File: src/rtl/td4_run_ctrl_if.sv
// Handshake bundle between board-side controls and the TD4 run/halt/step sequencer.
interface td4_run_ctrl_if;
  logic       run_req;
  logic       halt_req;
  logic       step_req;
  logic       speed_sel;
  logic [3:0] pc;
  logic [3:0] bp_addr;
  logic       bp_valid;
  logic       core_en;
  logic       running;
  logic       halted;
  logic [7:0] step_count;
  logic       bp_hit;

  modport master (
    output run_req, halt_req, step_req, speed_sel, pc, bp_addr, bp_valid,
    input  core_en, running, halted, step_count, bp_hit
  );

  modport slave (
    input  run_req, halt_req, step_req, speed_sel, pc, bp_addr, bp_valid,
    output core_en, running, halted, step_count, bp_hit
  );
endinterface

File: src/rtl/td4_run_ctrl.sv
// Run/halt/single-step sequencer producing the one-cycle core clock-enable.
// Define TD4_BREAKPOINT_EN to enable the program-address breakpoint.
module td4_run_ctrl #(
  parameter int SLOW_DIV = 12_000_000,
  parameter int FAST_DIV = 1_200_000,
  parameter int CNT_W    = 24
) (
  input logic           clock,
  input logic           reset,
  td4_run_ctrl_if.slave bus
);

  typedef enum logic [1:0] {ST_HALT, ST_RUN, ST_STEP} state_t;

  localparam logic [CNT_W-1:0] SLOW_M1 = CNT_W'(SLOW_DIV - 1);
  localparam logic [CNT_W-1:0] FAST_M1 = CNT_W'(FAST_DIV - 1);

  state_t           state;
  logic [CNT_W-1:0] cnt;
  logic [CNT_W-1:0] limit_m1;
  logic             core_en_q;
  logic [7:0]       step_count_q;
  logic             fire;
  logic             run_go;
  logic             step_go;
  logic             halt_go;
  logic             bp_stop;
  logic             issue_run;
  logic             bp_trip;

  // Greater-or-equal compare so a mid-count switch to the shorter period fires at once.
  assign limit_m1  = bus.speed_sel ? FAST_M1 : SLOW_M1;
  assign fire      = (state == ST_RUN) && (cnt >= limit_m1);
  assign run_go    = (state == ST_HALT) && bus.run_req && !bus.halt_req;
  assign step_go   = (state == ST_HALT) && bus.step_req && !bus.run_req && !bus.halt_req;
  assign halt_go   = (state == ST_RUN) && bus.halt_req;
  assign issue_run = fire && !halt_go && !bp_stop;
  assign bp_trip   = fire && !halt_go && bp_stop;

`ifdef TD4_BREAKPOINT_EN
  logic armed;
  logic bp_hit_q;

  // armed lets a run that starts sitting on the breakpoint execute that instruction.
  assign bp_stop = bus.bp_valid && (bus.pc == bus.bp_addr) && !armed;

  always_ff @(posedge clock or negedge reset) begin
    if (!reset) begin
      armed    <= 1'b0;
      bp_hit_q <= 1'b0;
    end else if (run_go) begin
      armed    <= 1'b1;
      bp_hit_q <= 1'b0;
    end else if (step_go) begin
      bp_hit_q <= 1'b0;
    end else if (issue_run) begin
      armed    <= 1'b0;
    end else if (bp_trip) begin
      bp_hit_q <= 1'b1;
    end
  end

  assign bus.bp_hit = bp_hit_q;
`else
  logic bp_unused;

  assign bp_unused  = ^{bus.pc, bus.bp_addr, bus.bp_valid, bp_trip};
  assign bp_stop    = 1'b0;
  assign bus.bp_hit = 1'b0;
`endif

  always_ff @(posedge clock or negedge reset) begin
    if (!reset) begin
      state        <= ST_HALT;
      cnt          <= '0;
      core_en_q    <= 1'b0;
      step_count_q <= 8'd0;
    end else begin
      core_en_q <= 1'b0;
      case (state)
        ST_HALT: begin
          if (run_go) begin
            state <= ST_RUN;
            cnt   <= '0;
          end else if (step_go) begin
            state        <= ST_STEP;
            core_en_q    <= 1'b1;
            step_count_q <= step_count_q + 8'd1;
          end
        end
        ST_STEP: begin
          state <= ST_HALT;
        end
        ST_RUN: begin
          if (halt_go) begin
            state <= ST_HALT;
            cnt   <= '0;
          end else if (fire) begin
            cnt <= '0;
            if (bp_stop) begin
              state <= ST_HALT;
            end else begin
              core_en_q    <= 1'b1;
              step_count_q <= step_count_q + 8'd1;
            end
          end else begin
            cnt <= cnt + 1'b1;
          end
        end
        default: begin
          state <= ST_HALT;
          cnt   <= '0;
        end
      endcase
    end
  end

  assign bus.core_en    = core_en_q;
  assign bus.running    = (state == ST_RUN);
  assign bus.halted     = (state == ST_HALT);
  assign bus.step_count = step_count_q;

endmodule

File: src/flat_wrapper.sv
// flat-port wrapper written by rule: the top's interface ports become plain ports
module td4_run_ctrl_flat 
#(
  parameter int SLOW_DIV = 12_000_000,
  parameter int FAST_DIV = 1_200_000,
  parameter int CNT_W    = 24
)
  (clock, reset, bus_run_req, bus_halt_req, bus_step_req, bus_speed_sel, bus_pc, bus_bp_addr, bus_bp_valid, bus_core_en, bus_running, bus_halted, bus_step_count, bus_bp_hit);
  td4_run_ctrl_if bus_i ();
  input logic clock;
  input logic reset;
  input wire logic [$bits(bus_i.run_req)-1:0] bus_run_req;
  input wire logic [$bits(bus_i.halt_req)-1:0] bus_halt_req;
  input wire logic [$bits(bus_i.step_req)-1:0] bus_step_req;
  input wire logic [$bits(bus_i.speed_sel)-1:0] bus_speed_sel;
  input wire logic [$bits(bus_i.pc)-1:0] bus_pc;
  input wire logic [$bits(bus_i.bp_addr)-1:0] bus_bp_addr;
  input wire logic [$bits(bus_i.bp_valid)-1:0] bus_bp_valid;
  output wire logic [$bits(bus_i.core_en)-1:0] bus_core_en;
  output wire logic [$bits(bus_i.running)-1:0] bus_running;
  output wire logic [$bits(bus_i.halted)-1:0] bus_halted;
  output wire logic [$bits(bus_i.step_count)-1:0] bus_step_count;
  output wire logic [$bits(bus_i.bp_hit)-1:0] bus_bp_hit;
  assign bus_i.run_req = bus_run_req;
  assign bus_i.halt_req = bus_halt_req;
  assign bus_i.step_req = bus_step_req;
  assign bus_i.speed_sel = bus_speed_sel;
  assign bus_i.pc = bus_pc;
  assign bus_i.bp_addr = bus_bp_addr;
  assign bus_i.bp_valid = bus_bp_valid;
  assign bus_core_en = bus_i.core_en;
  assign bus_running = bus_i.running;
  assign bus_halted = bus_i.halted;
  assign bus_step_count = bus_i.step_count;
  assign bus_bp_hit = bus_i.bp_hit;
  td4_run_ctrl #(.SLOW_DIV(SLOW_DIV), .FAST_DIV(FAST_DIV), .CNT_W(CNT_W)) u_core (.clock(clock), .reset(reset), .bus(bus_i));
endmodule
File: config.mk
export PLATFORM = sky130hd
export DESIGN_NAME = td4_run_ctrl_flat
export DESIGN_NICKNAME = d
export VERILOG_FILES = /design/src/rtl/td4_run_ctrl_if.sv /design/src/rtl/td4_run_ctrl.sv /design/src/flat_wrapper.sv
export SDC_FILE = /design/constraint.sdc
export NUM_CORES = 1
export LEC_CHECK = 0
export ABC_AREA = 1
export BUFFER_PORTS_ARGS = -buffer_cell sky130_fd_sc_hd__buf_2
export CORE_MARGIN = 5
export CORE_UTILIZATION = 55
export DETAILED_ROUTE_END_ITERATION = 6
export GPL_TIMING_DRIVEN = 0
export PLACE_DENSITY = 0.8
export SLEW_MARGIN = 25
export SYNTH_ARGS = -nofsm -noshare
export SYNTH_HDL_FRONTEND = slang
export SYNTH_SLANG_ARGS = --single-unit
File: constraint.sdc
create_clock -name clock -period 4.9 [get_ports clock]
set_input_delay 0.735 -clock clock [delete_from_list [all_inputs] [get_ports clock]]
set_output_delay 0.735 -clock clock [all_outputs]
set_load 0.05 [all_outputs]
# Word-level counts from Yosys, hierarchy flattened
# Index checks and enable logic that the tools add are counted.
# word_totals
regBits	35
# op_classes
n_addsub	2
eq_ne	9
reduce_logical	14
bitwise	1
n_lt_le_gt_ge	1
mux	19
# ops
cell	count
$mux 24	4
$pmux 24 s3	1
$mux 8	4
$add 24x1->24 const B	1
$ge 24x24->1	1
$pmux 8 s2	1
$add 8x1->8 const B	1
$ne 2x1->1 const B	4
$logic_and 1x1->1	7
$mux 2	3
$reduce_and 5->1	1
$mux 1	4
$ne 2x2->1 const B	2
$pmux 2 s2	1
$reduce_and 2->1	2
$ne 3x1->1 const B	1
$eq 2x1->1 const B	1
$eq 2x2->1 const B	1
$logic_not 1->1	2
$logic_not 2->1	1
$pmux 1 s2	1
$reduce_bool 2->1	1
$not 1->1	1

# Logic depth before layout (Yosys ltp)
# Gate-level depths: netlist (run 1).
# depth
depth_word	7
mapped_depth	12
mapped_depth_nobuf	12

# Worst setup path after synthesis (run 1)
# No wires, ideal clock.
# synth_path
path_kind	input to register
startpoint	input bus_speed_sel
endpoint	register u_core.cnt[8]
t_arrival_ps	1918
setup_time_ps	122
slack_ps	2859
stages	11
required_time_ps	4778
path_cell_list	ha_1 inv_1 nor2_1 nand2_1 nor2_4 nand3_2 nand4_2 nand2_2 inv_4 buf_12 nor2_2
# synth_via
elab_chain_len	6
# synth_rtl
item	line_no	rtl
from (decl)	flat_wrapper.sv:15	input wire logic [$bits(bus_i.speed_sel)-1:0] bus_speed_sel;
$mux 24	td4_run_ctrl.sv:32	assign limit_m1 = bus.speed_sel ? FAST_M1 : SLOW_M1;
$ge 24x24->1	td4_run_ctrl.sv:33	assign fire = (state == ST_RUN) && (cnt >= limit_m1);
$logic_and 1x1->1	td4_run_ctrl.sv:33	
$mux 24	td4_run_ctrl.sv:98	end else if (fire) begin
$mux 24	td4_run_ctrl.sv:95	if (halt_go) begin
$pmux 24 s3	td4_run_ctrl.sv:80	case (state)
to (signal assigned)	td4_run_ctrl.sv:107	cnt <= cnt + 1'b1;
to (decl)	td4_run_ctrl.sv:19	logic [CNT_W-1:0] cnt;
# No other way between the ends.
# A chain may end at the register's enable or synchronous reset.

# Worst setup path in the final report (run 1)
# layout_path
startpoint	input bus_speed_sel
endpoint	register u_core.step_count_q[4], in the netlist u_core.bus.step_count[4]
# layout_via
elab_chain_len	5
# layout_rtl
item	line_no	rtl
$mux 24	td4_run_ctrl.sv:32	
$ge 24x24->1	td4_run_ctrl.sv:33	
$logic_and 1x1->1	td4_run_ctrl.sv:33	
$ne 2x1->1 (no source line)	--	
$reduce_and 5->1 (no source line)	--	
to (signal assigned)	td4_run_ctrl.sv:88	step_count_q <= step_count_q + 8'd1;
to (signal assigned)	td4_run_ctrl.sv:104	step_count_q <= step_count_q + 8'd1;
to (decl)	td4_run_ctrl.sv:22	logic [7:0] step_count_q;
# No other way between the ends.

==> flow_metrics.tcl, run 1 <==
set metrics [dict create \
    status "complete, no violations" \
    initialDrtViolationCount 89 \
    hold_ws_ns 0.5305 \
    finalHoldViolations 0 \
    setup_ws_ns 2.789 \
    ys_ff_latch 35 \
    crit_path_max_incr_delay_ns 0.29 \
    yosys_warnings 0 \
    hp-class "in2async" \
    die_w_um 77.13 \
    clock-sinks 35 \
    cpMaxStageDelayCell "ha_1" \
    power_density_nw_per_um2 263.2 \
    synth_edf_count 0 \
    synth-async-reset-ratio_pct 100.0 \
    ir_drop_mv 0.2653 \
    dpl_cell_area_um2 2624 \
    die_height_um 77.13 \
    cp_data_arrival_time_ns 2.29 \
    drcViolationCount 0 \
    synthCells 335 \
    synth_top_area_cell "dfrtp_1" \
    drive_gt1_share_pct 18.38 \
    cellLeakagePower_uw 0.001355 \
    required_ns 5.08 \
    port_buffers 16 \
    cts_root_buf "clkbuf_8" \
    path_clk_slew_ns 0.07 \
    crit_path_start_kind "input port" \
    cts_buffer_depth 2 \
    end_kind "flip-flop" \
    grt.total_usage_pct 18.93 \
    gr-total-overflow 0 \
    syn_area_um2 2479 \
    yosysSeqAreaShare_pct 35.34 \
    stdcell_area_um2 2709 \
    hpwl_um 4085 \
    drtAntennaViolNets 0 \
    wl_per_cell_um 12.97 \
    dr.pass1.iters 4 \
    antennaDiodeCount 0 \
    row_count 24 \
    dr_total_vias 2126 \
    finalMaxSlewViolations 0 \
    critical_path_peak_fanout 9 \
    synthFlopType "dfrtp_1" \
    syn2layout_area_growth_pct 9.288 \
    placed_cells 403 \
    grt_pass1_wl_um 9114 \
    nets 384 \
    drv_cap 0 \
    cp_common_cell "nor2_1" \
    fin_tns_setup_ns 0 \
    min_period_ns 2.111 \
    grt_max_degree 36 \
    path_class "in2reg" \
    avgSynthCellArea_um2 7.399 \
    antenna_found_initial 0 \
    core_area_um2 4354 \
    cts_tree "yes" \
    yosysUniqueCellTypes 36 \
    yosysTopAreaCellShare_pct 35.34 \
    gp_congestion 0.9063 \
    finalSetupViolCount 0 \
    cts_setup_buffers 0 \
    cts_hold_buf 0 \
    grt_pass1_vias 2008 \
    wirelength_um 5329 \
    cts-buffers-inserted 5 \
    syn-num-nets 361 \
    dp_slack_ns 2.475 \
    grt_setup_unrepaired "no" \
    finalCritPeriodShare_pct 43.08 \
    initial_utilization_pct 56.93 \
    finalNonFillerCells 411 \
    synthTopCellsByArea "dfrtp_1 (35%), nand2_1 (12%), inv_1 (6.4%), nor2_1 (6.2%), xor2_1 (5.7%)" \
    fmax_mhz 473.7 \
    maxSlewHeadroom_pct 46.64 \
    io_pins 27 \
    skew_ns 0.007314 \
    dieArea_um2 5949 \
    insertion_delay_ns 0.29 \
    cts_resized 0 \
    via_per_inst 5.173 \
    h-tree-depth 2 \
    crit_chain "buf_2 -> inv_1 -> ha_1 -> inv_1 -> nor2_1 -> nor2_1 -> nor2_1 -> nor2_2 -> nand3_1 -> nand2_4 -> nand2_4 -> nand2_1 -> nand2_1" \
    tightestPinTransition_ns 0.8004 \
]
## cell usage after synthesis (2+ instances only)
library cell / number
xor2_1: 16
nor2_1: 41
buf_2: 2
ha_1: 11
nor2_2: 14
nand3_1: 27
nand2_2: 3
inv_1: 42
nand4_1: 9
nand4_2: 3
nor3_1: 9
o21ai_0: 8
nand3_2: 4
inv_2: 4
nor2_4: 3
dfrtp_1: 35
nand2_4: 3
xnor2_1: 2
nand2_1: 82
## worst max-delay path, delay by kind of cell
family | cells | cell delay [ns]
buffers and inverters | 3 | 0.34
adder cells (fa/ha/maj) | 1 | 0.29
AND/OR/NAND/NOR | 9 | 0.92
## registers in the layout, summed over array words and instances (netlist names)
register	flops
u_core.bus.step_count	8
u_core.bus.core_en	1
u_core.state	2
u_core.cnt	24
## per-layer routing
metal,track usage (%),vias to the layer above,part of all wire [%]
li1,-,1102,-
met1,25.02,983,47
met2,29.88,32,47
met3,4.450,9,4.1
met4,7.216,0,1.7
met5,0,-,0
## cell usage in the layout, fill, tap and decap left out, drive strengths merged, types with 2 or more instances in the layout
cell type  netlist  routed
nor3             9       9
dfrtp           35      35
nor2            58      58
ha              11      11
inv             47      47
xor2            16      16
o21ai            9       9
nand2           88      88
buf              5      21
xnor2            2       2
nand4           12      12
nand3           32      32
clkbuf           0       6
clkinv           2       3
## final timing paths
path                                                        endpoint                  startpoint  slack (ns)  cells after the start
worst max-delay path            u_core.bus.step_count[4]$_DFFE_PN0P_               bus_speed_sel        2.79                     13
worst min-delay path                      u_core.cnt[11]$_DFFE_PN0P_                       reset        0.53                      1
worst max register to register             u_core.cnt[8]$_DFFE_PN0P_  u_core.cnt[16]$_DFFE_PN0P_        2.98                     11
worst min register to register            u_core.cnt[22]$_DFFE_PN0P_  u_core.cnt[22]$_DFFE_PN0P_        0.53                      2
max in group asynchronous                u_core.state[0]$_DFFE_PN0P_                       reset        3.86                      1
min in group clock                        u_core.cnt[22]$_DFFE_PN0P_  u_core.cnt[22]$_DFFE_PN0P_        0.53                      2
## logic make-up after synthesis
group	count (synthesis)	synth area share, %
buffers and inverters	54	9.540
flip-flops	35	35.34
AO/OA/AOI/OAI	13	2.928
XOR/XNOR	18	6.360
adder cells (fa/ha/maj)	11	5.553
AND/OR/NAND/NOR	203	40.13
other	1	0.1513
## power by group
part / switching [uW] / internal [uW]
Sequential: 21.8 / 308
Clock: 105 / 99.3
Combinational: 132 / 47.7
## area by class of cell
class	count	area, um^2
buffer	5	48.80
clock buffer	6	72.57
clock inverter	2	12.51
fill	397	1645
inverter	49	187.7
multi-input combinational	246	1366
sequential	35	875.8
tap	52	65.06
timing repair buffer	16	80.08
## metrics by stage
stage	power (uW)	util, %
floorplan	467.2	-
global placement	512.0	60.26
detailed placement	516.0	60.26
CTS	720.5	62.21
global route	751.4	62.21
finish	713.1	62.21
(Power assumes the default switching activity.)
==> inputs of run 2 (changes only) <==
--- a/config.mk
+++ b/config.mk
@@ -8,10 +8,10 @@
 export ABC_AREA = 1
 export BUFFER_PORTS_ARGS = -buffer_cell sky130_fd_sc_hd__buf_2
 export CORE_MARGIN = 5
-export CORE_UTILIZATION = 55
+export CORE_UTILIZATION = 53
 export DETAILED_ROUTE_END_ITERATION = 6
 export GPL_TIMING_DRIVEN = 0
-export PLACE_DENSITY = 0.8
+export PLACE_DENSITY = 0.81
 export SLEW_MARGIN = 25
 export SYNTH_ARGS = -nofsm -noshare
 export SYNTH_HDL_FRONTEND = slang
==> constraint.sdc (replaced) <==
create_clock -name clock -period 1.9 [get_ports clock]
set_input_delay 0.285 -clock clock [delete_from_list [all_inputs] [get_ports clock]]
set_output_delay 0.285 -clock clock [all_outputs]
set_load 0.05 [all_outputs]
==> run 2 against run 1 <==
  * Die area is 3.3% higher
  * Worst setup slack worse by 2.7 ns
  * Critical path depth down 2
  * Cell area is 8.2% higher
  * Flip-flop and latch count unchanged
  * Cell count grew 3.2%
  * Utilization is 3.7 points higher
  * Total power grew to 2.8 times the previous value
  * Sequential share of layout area down 2.4 points
  * Highest routed layer unchanged
  * Clock skew decreased by 0.00087 ns
  * Count of clock-buffer cells in the layout stayed put
==> flow_metrics.tcl, run 2 (synthesis results as in run 1) <==
set metrics [dict create \
    final_util_pct 65.93 \
    grt_max_degree 36 \
    antenna_found_initial 0 \
    path_class "reg2reg" \
    required_ns 2.06 \
    fmax_mhz 548.5 \
    initial_utilization_pct 55.77 \
    final_cell_mix "nand2_1 (82), inv_1 (42), nor2_1 (35), dfrtp_1 (33), nand3_1 (26)" \
    hp-class "in2async" \
    wl_per_cell_um 13.35 \
    clock-sinks 35 \
    wirelength_um 5661 \
    row_count 24 \
    h-tree-depth 2 \
    die_height_um 78.39 \
    status "complete, no violations" \
    multi_input_area_um2 1440 \
    intPower_uw 1360 \
    skew_ns 0.006448 \
    cts_hold_buf 0 \
    fillers 374 \
    finalSetupViolCount 0 \
    seqPwrFrac_pct 41.8 \
    cts-buffers-inserted 5 \
    syn2layout_area_growth_pct 18.22 \
    antennaDiodeCount 0 \
    regMostFlops "u_core.cnt" \
    power_switching_uw 665.5 \
    grt_pass1_vias 2134 \
    crit_path_start_kind "flip-flop" \
    met1_usage_pct 23.97 \
    nets 397 \
    r2r_slack_ns 0.08 \
    power_density_nw_per_um2 691.3 \
    cts_buffer_depth 2 \
    path_clk_slew_ns 0.07 \
    finalCritPeriodShare_pct 95.95 \
    finalMaxSlewViolations 0 \
    layout_commonest_cell "nand2_1" \
    cellLeakagePower_uw 0.001453 \
    cts_tree "yes" \
    via_per_inst 5.250 \
    drive_gt1_share_pct 24.46 \
    regArea_um2 878.3 \
    drcViolationCount 0 \
    drv_cap 0 \
    dr_total_vias 2226 \
    insertion_delay_ns 0.28 \
    reg2reg_to "u_core.cnt[8]$_DFFE_PN0P_" \
    core_area_um2 4444 \
    drtAntennaViolNets 0 \
    ir_drop_mv 0.5754 \
    min_period_ns 1.823 \
    die_w_um 78.39 \
    dr.pass1.iters 4 \
    rr_startpoint "u_core.cnt[14]$_DFFE_PN0P_" \
    gp_congestion 0.9289 \
    cp_data_arrival_time_ns 1.99 \
    io_pins 27 \
    finalHoldViolations 0 \
    cts_root_buf "clkbuf_8" \
    dieArea_um2 6144 \
    grt_pass1_wl_um 9611 \
    grt.busiest_layer "met2" \
    clock_power_share_pct 33.9 \
    hpwl_um 3969 \
    use_met2_pct 32.79 \
    cp-startpoint "u_core.cnt[14]$_DFFE_PN0P_" \
    grt.total_usage_pct 19.42 \
    end_kind "flip-flop" \
    initialDrtViolationCount 183 \
    grt.met3_usage_pct 4.233 \
    fin_tns_setup_ns 0 \
    r2r_cells 11 \
    setup_ws_ns 0.07696 \
    maxSlewHeadroom_pct 48.65 \
    dp_slack_ns -0.09300 \
    swShare_pct 32.85 \
    gr-total-overflow 0 \
    largest_register_ffs 24 \
    port_buffers 16 \
    power_frac_comb_pct 24.3 \
    critical_path_peak_fanout 10 \
    tightestPinTransition_ns 0.7703 \
]
run 2: cell count changes in the layout (fill, tap and decap cells not counted), sizes merged:
cell      change
buf          +13
bufinv        +1
clkinv        +1
clkinvlp      -1
inv           -1
run 2: stage by stage:
step	area [um^2]	hold slack (ns)	instances	total power (uW)
after floorplan	2479	-0.01059	335	1205
after global placement	2624	0.4063	403	1320
after detailed placement	2624	0.4145	403	1329
after CTS	2754	0.1019	411	2026
after global routing	2930	0.1529	424	2137
final	2930	0.07915	424	2026
run 2: per-layer routing:
metal	vias up	part of all wire, %
met5	-	0
met4	0	2.2
met3	13	4.6
met2	58	49
met1	1024	44
li1	1131	-
run 2: worst max-delay path: stages, from the launching register on:
cell	delay, ns
dfrtp_1	0.41
ha_1	0.29
inv_1	0.05
nor2_1	0.11
nand2_1	0.10
nor2_2	0.17
nand3_4	0.12
nand4_4	0.12
nand2_2	0.07
clkinv_4	0.08
buf_12	0.14
nor2_2	0.04
run 2: final cells by class:
type | instances | area share (%)
well taps | 52 | 2.220
clock inverters | 2 | 1.196
flip-flops and latches | 35 | 29.97
inverters | 49 | 6.490
plain buffers | 5 | 1.665
clock buffers | 6 | 2.818
multi-input cells | 246 | 49.15
repair buffers | 29 | 6.490
run 2: worst max-delay path by stage:
stage / end / slack, ns / cells past startpoint
after floorplan: u_core.cnt[8]$_DFFE_PN0P_ / 0.21 / 11
after global placement: u_core.cnt[3]$_DFFE_PN0P_ / -0.06 / 13
after detailed placement: u_core.cnt[14]$_DFFE_PN0P_ / -0.09 / 13
after CTS: u_core.cnt[8]$_DFFE_PN0P_ / 0.009 / 11
after global routing: u_core.cnt[8]$_DFFE_PN0P_ / -0.07 / 11
final: u_core.cnt[8]$_DFFE_PN0P_ / 0.08 / 11
run 2: what timing repair did:
action | 4_1_cts | 5_1_grt
endpoints found under the hold margin | 0 | 0
cloned | 0 | 0
resized for setup | 3 | 14
pin swaps | 0 | 5
setup endpoints to repair | 10 | 27
setup buffers | 0 | 13
run 2: power groups by stage:
stage	combinational (uW)	clock (uW)	sequential (uW)
floorplan	226	0	979
global placement	461	0	860
detailed placement	467	0	862
CTS	473	705	848
global route	535	745	857
finish	491	687	847
